File: config.mk
export PLATFORM = sky130hd
export DESIGN_NAME = cphase_stream_engine
export DESIGN_NICKNAME = d
export VERILOG_FILES = /design/src/rtl/cphase_stream_engine.sv
export SDC_FILE = /design/constraint.sdc
export NUM_CORES = 2
export LEC_CHECK = 0
export ABC_AREA = 1
export CELL_PAD_IN_SITES_DETAIL_PLACEMENT = 0
export CELL_PAD_IN_SITES_GLOBAL_PLACEMENT = 1
export CORE_MARGIN = 2
export CORE_UTILIZATION = 53
export CTS_BUF_LIST = sky130_fd_sc_hd__clkbuf_16
export DETAILED_ROUTE_END_ITERATION = 8
export HOLD_SLACK_MARGIN = 0.15
export PLACE_DENSITY_LB_ADDON = 0.2
export SLEW_MARGIN = 15
export SYNTH_ARGS = -nofsm -noshare
export SYNTH_HDL_FRONTEND = slang
export SYNTH_SLANG_ARGS = --single-unit
export TNS_END_PERCENT = 30
File: constraint.sdc
create_clock -name clk -period 10.7 [get_ports clk]
set_input_delay 2.14 -clock clk [delete_from_list [all_inputs] [get_ports clk]]
set_output_delay 2.14 -clock clk [all_outputs]
set_load 0.01 [all_outputs]
File: src/rtl/cphase_stream_engine.sv
// Streaming controlled-phase engine: multiplies amplitudes whose ctrl and tgt index bits are both set by cos+i*sin.
// Latency: 2 cycles from input handshake to m_valid (m_ready high); throughput one amplitude per cycle.
// Backpressure: each stage holds while its successor is full and stalled; m_* outputs stay stable while m_valid && !m_ready.
module cphase_stream_engine #(
    parameter int TOTAL_BITS = 16,
    parameter int FRAC_BITS  = 14,
    parameter int NUM_QUBITS = 3,
    parameter int IDX_BITS   = (NUM_QUBITS > 1) ? $clog2(NUM_QUBITS) : 1
) (
    input  logic                      clk,
    input  logic                      rst,
    input  logic                      cfg_valid,
    output logic                      cfg_ready,
    input  logic [IDX_BITS-1:0]       cfg_ctrl_idx,
    input  logic [IDX_BITS-1:0]       cfg_tgt_idx,
    input  logic [TOTAL_BITS-1:0]     cfg_cos,
    input  logic [TOTAL_BITS-1:0]     cfg_sin,
    output logic                      cfg_err,
    input  logic                      s_valid,
    output logic                      s_ready,
    input  logic [2*TOTAL_BITS-1:0]   s_data,
    output logic                      m_valid,
    input  logic                      m_ready,
    output logic [2*TOTAL_BITS-1:0]   m_data,
    output logic                      m_last,
    output logic                      busy,
    output logic                      done
);

    localparam int PW = 2 * TOTAL_BITS;   // full product width
    localparam int SW = PW + 1;           // sum/difference of two products

    localparam logic [NUM_QUBITS-1:0] LAST_IDX = '1;
    localparam logic [IDX_BITS:0]     NQ_LIM   = (IDX_BITS + 1)'(NUM_QUBITS);

    // Rounding constant (one half LSB of the result) and saturation bounds, all at sum width.
    localparam logic signed [SW-1:0] HALF = {{(SW - FRAC_BITS){1'b0}}, 1'b1, {(FRAC_BITS - 1){1'b0}}};
    localparam logic signed [SW-1:0] MAXV = {{(SW - TOTAL_BITS + 1){1'b0}}, {(TOTAL_BITS - 1){1'b1}}};
    localparam logic signed [SW-1:0] MINV = {{(SW - TOTAL_BITS + 1){1'b1}}, {(TOTAL_BITS - 1){1'b0}}};

    typedef enum logic [1:0] {
        ST_IDLE  = 2'd0,
        ST_RUN   = 2'd1,
        ST_DRAIN = 2'd2
    } state_t;

    state_t                  state_q;
    logic [IDX_BITS-1:0]     ctrl_q;
    logic [IDX_BITS-1:0]     tgt_q;
    logic [TOTAL_BITS-1:0]   cos_q;
    logic [TOTAL_BITS-1:0]   sin_q;
    logic [NUM_QUBITS-1:0]   in_idx_q;
    logic                    cfg_err_q;
    logic                    done_q;

    // Stage 1: raw products plus the untouched amplitude and its routing flags.
    logic                    s1_vld_q;
    logic signed [PW-1:0]    p_ac_q, p_bs_q, p_as_q, p_bc_q;
    logic [PW-1:0]           s1_raw_q;
    logic                    s1_apply_q;
    logic                    s1_last_q;

    // Stage 2: output register.
    logic                    m_valid_q;
    logic [PW-1:0]           m_data_q;
    logic                    m_last_q;

    logic                    s2_open;
    logic                    s1_open;
    logic                    s_hs;
    logic                    m_hs;
    logic                    cfg_ok;
    logic                    apply_d;
    logic                    last_d;
    logic signed [PW-1:0]    a_ext, b_ext, c_ext, n_ext;
    logic signed [SW-1:0]    re_sum, im_sum;
    logic [TOTAL_BITS-1:0]   re_d, im_d;

    // Round half up, drop the fraction bits, clamp to the signed component range.
    function automatic logic [TOTAL_BITS-1:0] round_sat(input logic signed [SW-1:0] v);
        logic signed [SW-1:0] r;
        r = (v + HALF) >>> FRAC_BITS;
        if (r > MAXV) begin
            return MAXV[TOTAL_BITS-1:0];
        end else if (r < MINV) begin
            return MINV[TOTAL_BITS-1:0];
        end else begin
            return r[TOTAL_BITS-1:0];
        end
    endfunction

    assign s2_open   = !m_valid_q || m_ready;
    assign s1_open   = !s1_vld_q || s2_open;
    assign s_ready   = (state_q == ST_RUN) && s1_open;
    assign s_hs      = s_valid && s_ready;
    assign m_hs      = m_valid_q && m_ready;
    assign cfg_ready = (state_q == ST_IDLE);
    assign busy      = (state_q == ST_RUN) || (state_q == ST_DRAIN);
    assign cfg_err   = cfg_err_q;
    assign done      = done_q;
    assign m_valid   = m_valid_q;
    assign m_data    = m_data_q;
    assign m_last    = m_last_q;

    assign cfg_ok  = ({1'b0, cfg_ctrl_idx} < NQ_LIM) && ({1'b0, cfg_tgt_idx} < NQ_LIM);
    assign apply_d = in_idx_q[ctrl_q] & in_idx_q[tgt_q];
    assign last_d  = (in_idx_q == LAST_IDX);

    // Sign-extend operands to product width so each multiply is exact.
    always_comb begin
        a_ext = {{TOTAL_BITS{s_data[PW-1]}}, s_data[PW-1:TOTAL_BITS]};
        b_ext = {{TOTAL_BITS{s_data[TOTAL_BITS-1]}}, s_data[TOTAL_BITS-1:0]};
        c_ext = {{TOTAL_BITS{cos_q[TOTAL_BITS-1]}}, cos_q};
        n_ext = {{TOTAL_BITS{sin_q[TOTAL_BITS-1]}}, sin_q};
    end

    // Complex multiply combine: re = ac - bs, im = as + bc, then round and saturate.
    always_comb begin
        re_sum = {p_ac_q[PW-1], p_ac_q} - {p_bs_q[PW-1], p_bs_q};
        im_sum = {p_as_q[PW-1], p_as_q} + {p_bc_q[PW-1], p_bc_q};
        re_d   = round_sat(re_sum);
        im_d   = round_sat(im_sum);
    end

    // Control FSM: config latch, input index counter, frame completion.
    always_ff @(posedge clk) begin
        if (rst) begin
            state_q   <= ST_IDLE;
            ctrl_q    <= '0;
            tgt_q     <= '0;
            cos_q     <= '0;
            sin_q     <= '0;
            in_idx_q  <= '0;
            cfg_err_q <= 1'b0;
            done_q    <= 1'b0;
        end else begin
            cfg_err_q <= 1'b0;
            done_q    <= 1'b0;
            case (state_q)
                ST_IDLE: begin
                    if (cfg_valid) begin
                        if (cfg_ok) begin
                            ctrl_q   <= cfg_ctrl_idx;
                            tgt_q    <= cfg_tgt_idx;
                            cos_q    <= cfg_cos;
                            sin_q    <= cfg_sin;
                            in_idx_q <= '0;
                            state_q  <= ST_RUN;
                        end else begin
                            cfg_err_q <= 1'b1;
                        end
                    end
                end
                ST_RUN: begin
                    if (s_hs) begin
                        in_idx_q <= in_idx_q + 1'b1;
                        if (last_d) begin
                            state_q <= ST_DRAIN;
                        end
                    end
                end
                ST_DRAIN: begin
                    if (m_hs && m_last_q) begin
                        state_q <= ST_IDLE;
                        done_q  <= 1'b1;
                    end
                end
                default: state_q <= ST_IDLE;
            endcase
        end
    end

    // Stage 1: capture products, raw amplitude, apply and last flags on input handshake.
    always_ff @(posedge clk) begin
        if (rst) begin
            s1_vld_q   <= 1'b0;
            p_ac_q     <= '0;
            p_bs_q     <= '0;
            p_as_q     <= '0;
            p_bc_q     <= '0;
            s1_raw_q   <= '0;
            s1_apply_q <= 1'b0;
            s1_last_q  <= 1'b0;
        end else if (s1_open) begin
            s1_vld_q <= s_hs;
            if (s_hs) begin
                p_ac_q     <= a_ext * c_ext;
                p_bs_q     <= b_ext * n_ext;
                p_as_q     <= a_ext * n_ext;
                p_bc_q     <= b_ext * c_ext;
                s1_raw_q   <= s_data;
                s1_apply_q <= apply_d;
                s1_last_q  <= last_d;
            end
        end
    end

    // Stage 2: select rotated or bit-exact raw amplitude into the output register.
    always_ff @(posedge clk) begin
        if (rst) begin
            m_valid_q <= 1'b0;
            m_data_q  <= '0;
            m_last_q  <= 1'b0;
        end else if (s2_open) begin
            m_valid_q <= s1_vld_q;
            m_last_q  <= s1_vld_q && s1_last_q;
            if (s1_vld_q) begin
                m_data_q <= s1_apply_q ? {re_d, im_d} : s1_raw_q;
            end
        end
    end

endmodule
Yosys cells after proc, flatten, opt, wreduce, memory -nomap -nowiden
Cells that the tools add are included.

word-level totals
  register bits after elaboration = 240
  bits of input ports = 73
  logic and storage cells = 89

cells by class
  add/subtract/negate cells = 5
  $mul = 4
  magnitude comparators = 8
  equality and inequality tests = 8
  muxes and demuxes = 21
  bitwise operators = 4
  reduce and logical (&&, ||, !) cells = 20

operator list
  cell                                                           count
  multiplier 16 x 16 -> 32 bit                                   4
  adder 33 x 15 -> 33 bit (second input constant)                2
  two-way mux 16 bit                                             4
  > comparator 19 x 16 -> 1 bit (second input constant)          2
  less-than comparator 19 x 16 -> 1 bit (second input constant)  2
  adder 32 x 32 -> 33 bit                                        1
  subtractor 32 x 32 -> 33 bit                                   1
  two-way mux 32 bit                                             1
  two-way mux 2 bit                                              5
  two-way mux 3 bit                                              3
  logical AND 1 bit                                              6
  less-than comparator 2 x 3 -> 1 bit (second input constant)    2
  inequality test 2 bit (second input constant)                  3
  one-hot mux 2 bit (3 select lines)                             1
  one-hot mux 3 bit (2 select lines)                             1
  AND reduction 5 bit                                            1
  binary-select mux 1 bit (select 2 bit)                         2
  less-than comparator 2 bit (second input constant)             2
  two-way mux 1 bit                                              4
  inequality test 2 x 1 -> 1 bit (second input constant)         2
  AND reduction 2 bit                                            2
  AND reduction 4 bit                                            1
  adder 3 x 1 -> 3 bit (second input constant)                   1
  == test 3 bit (second input constant)                          1
  11 further kinds                                               16

Depth between registers and ports, before layout
  depth after elaboration = 7
  mapped depth = 30

Least setup slack after synthesis
OpenSTA, ideal clock, no wires.

  path type = input -> register
  start point = input s_data[31]
  end point = register p_ac_q[23]
  setup time = 0.058 ns
  arrival time = 7.577 ns
  required time = 10.642 ns
  slack = 3.065 ns
  stages = 20
  cells stage by stage = clkbuf_1 clkbuf_1 nand2_1 inv_1 fa_1 fa_1 fa_1 fa_1 fa_1 inv_1 fa_1 inv_1 ha_1 nand2_1 nor4_1 nand4_1 a31o_2 nand3_1 o211ai_1 inv_1

on the way
  longest elaborated chain between the ends = 1

ends and longest elaborated chain
  what                          RTL line  text
  start: declaration            21        input logic [2*TOTAL_BITS-1:0] s_data,
  multiplier 16 x 16 -> 32 bit  187       p_ac_q <= a_ext * c_ext;
  end signal: assignment        187
  end: declaration              58        logic signed [PW-1:0] p_ac_q, p_bs_q, p_as_q, p_bc_q;

No other way between the ends.
A chain may end at the register's enable or synchronous reset.

Worst setup path after layout
Ends and elaborated chain as after synthesis.

==> qor.txt <==
status: finished clean
RD Place Congestion: 0.9210
I/O Pins: 112
FMAX: 114.9 MHz
Setup crit start: s_data[31]
share of layout cells above drive strength 1: 3.441%
root buffer cell: clkbuf_16
Min Clock Period, post-route: 8.704 ns
reg2reg path depth: 19
Max-Cap Viols: 0
hold_buf cts: 0
unrepaired setup endpoints after global routing: false
largest net degree at the start of global routing: 77
Yosys warnings: 0
r2r endpoint: p_bs_q[24]
#FFs+latches synth: 240
Worst Path Class, Setup: input pin to register
Max clock buf depth: 3
postcts setup bufs: 0
Port Buf Inserts: 111
Die Ht: 326.4 um
Yosys cell types: 55
Setup Total Neg Slack: 0 ns
DIE AREA: 106500 um2
Num CTS Buffers: 30
fillers: 10020
worst r2r src: sin_q[1]
vias after detailed routing: 44570
DRC viols: 0
cts repair resizes: 0
CTS tree: built
Worst-Skew Late Latency: 0.64 ns
max-slew violation count: 0
Hold Crit Class: register to register
Site Rows: 118
Crit Path Max Fanout: 13
Yosys top cell by area: fa_1
gr usage total: 32.35%
Layout area overhead: 6.173%
min-delay src: s1_raw_q[26]
critical path launch point type: input pin
clk sinks: 240
highest-count cells in the layout ignoring fill and taps: inv_1 (2050), nand2_1 (1723), fa_1 (1048)
Detailed Place HPWL: 138.8 mm
H-tree depth: 1
Final Setup Violations: 0
DRT Wirelength: 167.4 mm
Clk pin slew, worst setup/hold paths: 0.06 ns
worst-margin pin slew: 1.198 ns
Crit path required time: 11.28 ns
initial DRC count: 2964
worst hold endpoint: s1_raw_q[26]
most common cell after layout, fill and taps aside: inv_1
initial antenna violation count: 6
R2R setup slack: 3.48 ns
# placed instances: 8561
Max-Slew Margin vs Limit: 19.89%
first-pass GRT wire length: 266.0 mm
vias per inst: 5.171
synth top area cells: fa_1 (38%), inv_1 (14%), nand2_1 (12%)
initial core utilization: 53.29%
fin nets: 8789
number of flops mapped to enable cells by yosys: 0
top-area cell type share of the netlist area: 38.09%
gr ovfl total: 0
Tcrit/Tclk final: 81.35%
Synth Area per Inst: 7.556 um2
die width: 326.4 um
wire per inst: 19.43 um
Seq/Total Area, Yosys: 8.724%
Mapped Area: 55070 um2
Non-Filler Instances: 8619
hold depth: 2
core area: 103300 um2
Post-synth ARST share: 0%
CP Capture Type: register
skew final: 0.02078 ns
post-synthesis net count: 8865
Final Hold Viols: 0
vias in the first global route: 46490
DRT antenna net count: 0
CP arrival: 9.28 ns
Post-Syn Instances: 7289
DR pass1 iterations: 5
top_reg_cell synth: dfxtp_1
-- through the flow --
step                utilization [%]  hold slack [ns]  setup WS [ns]  area [um2]
floorplan                         -           0.4297          3.065       55070
global placement              55.57           0.4395          1.480       57430
detailed placement            55.57           0.4455          1.444       57430
CTS                           56.57           0.4550          2.089       58470
global route                  56.57           0.4742          1.739       58470
finish                        56.58           0.4521          1.996       58470
-- how the worst max path moves through the flow --
stage | endpoint | slack (ns)
2_1_floorplan | p_ac_q[23] | 3.06
3_3_place_gp | p_bs_q[24] | 1.48
3_5_place_dp | p_ac_q[23] | 1.44
4_1_cts | p_ac_q[23] | 2.09
5_1_grt | p_ac_q[23] | 1.74
6_report | p_ac_q[23] | 2.00
-- logic make-up (layout without fill, tap and decap cells) --
group,after synthesis,in the layout,share of synthesized area (%)
XOR/XNOR,127,127,2.020
AND/OR/NAND/NOR,2277,2277,16.45
AO/OA/AOI/OAI,761,761,7.983
other,0,3,0
buffers and inverters,2381,2328,16.39
flip-flops,240,240,8.724
adder cells (fa/ha/maj),1503,1503,48.43
-- cells in the mapped netlist, drive strengths merged, types with 3 or more instances --
library cell and instances:
a211oi 13, a21boi 10, a21o 23, a21oi 338, a31o 11, a31oi 21
and3 6, buf 15, clkbuf 308, dfxtp 240, fa 1048, ha 455
inv 2056, nand2 1751, nand3 115, nand3b 7, nand4 42, nor2 306
nor3 27, nor4 11, o2111ai 3, o211ai 22, o21a 26, o21ai 236
o21bai 49, o221ai 4, or2 9, xnor2 64, xor2 63
-- worst max-delay path, stage by stage --
cell and delay (ns):
clkdlybuf4s50_1 1.12, buf_4 0.33, nand2_1 0.16, fa_1 0.58, inv_1 0.07, fa_1 0.84, fa_1 0.54, fa_1 0.50
fa_1 0.49, inv_1 0.05, fa_1 0.47, inv_1 0.04, ha_1 0.34, nand2_1 0.15, nor4_1 0.63, nand4_1 0.27
a31o_2 0.27, nand3_1 0.07, o211ai_1 0.10, inv_1 0.08
-- routing by layer --
metal	vias to the layer above	part of all wire (%)	global-route usage, %
li1	21030	-	-
met1	21910	41	42.19
met2	1336	47	53.63
met3	288	6.3	4.220
met4	0	5.7	15.29
met5	-	0	0
-- final cells by class --
cell class / instances / area (um2) / area share (%)
Tap cell: 1380 / 1727 / 2.953
Clock inverter: 25 / 285.3 / 0.4879
Inverter: 2057 / 7726 / 13.21
Multi-Input combinational cell: 4668 / 41260 / 70.55
Antenna cell: 3 / 7.507 / 0.01284
Sequential cell: 240 / 4805 / 8.217
Clock buffer: 30 / 750.7 / 1.284
Timing Repair Buffer: 216 / 1917 / 3.278
-- state kept, by name (all words and copies together), names as in the netlist, 2 cells and up --
name,cells
ctrl_q,2
sin_q,16
p_bs_q,32
s1_raw_q,32
p_ac_q,32
cos_q,16
state_q,2
in_idx_q,3
m_data,32
p_as_q,32
p_bc_q,32
tgt_q,2
Power is not shown: default switching activity piles up to over one toggle a cycle in this logic, so the estimate is an artifact.
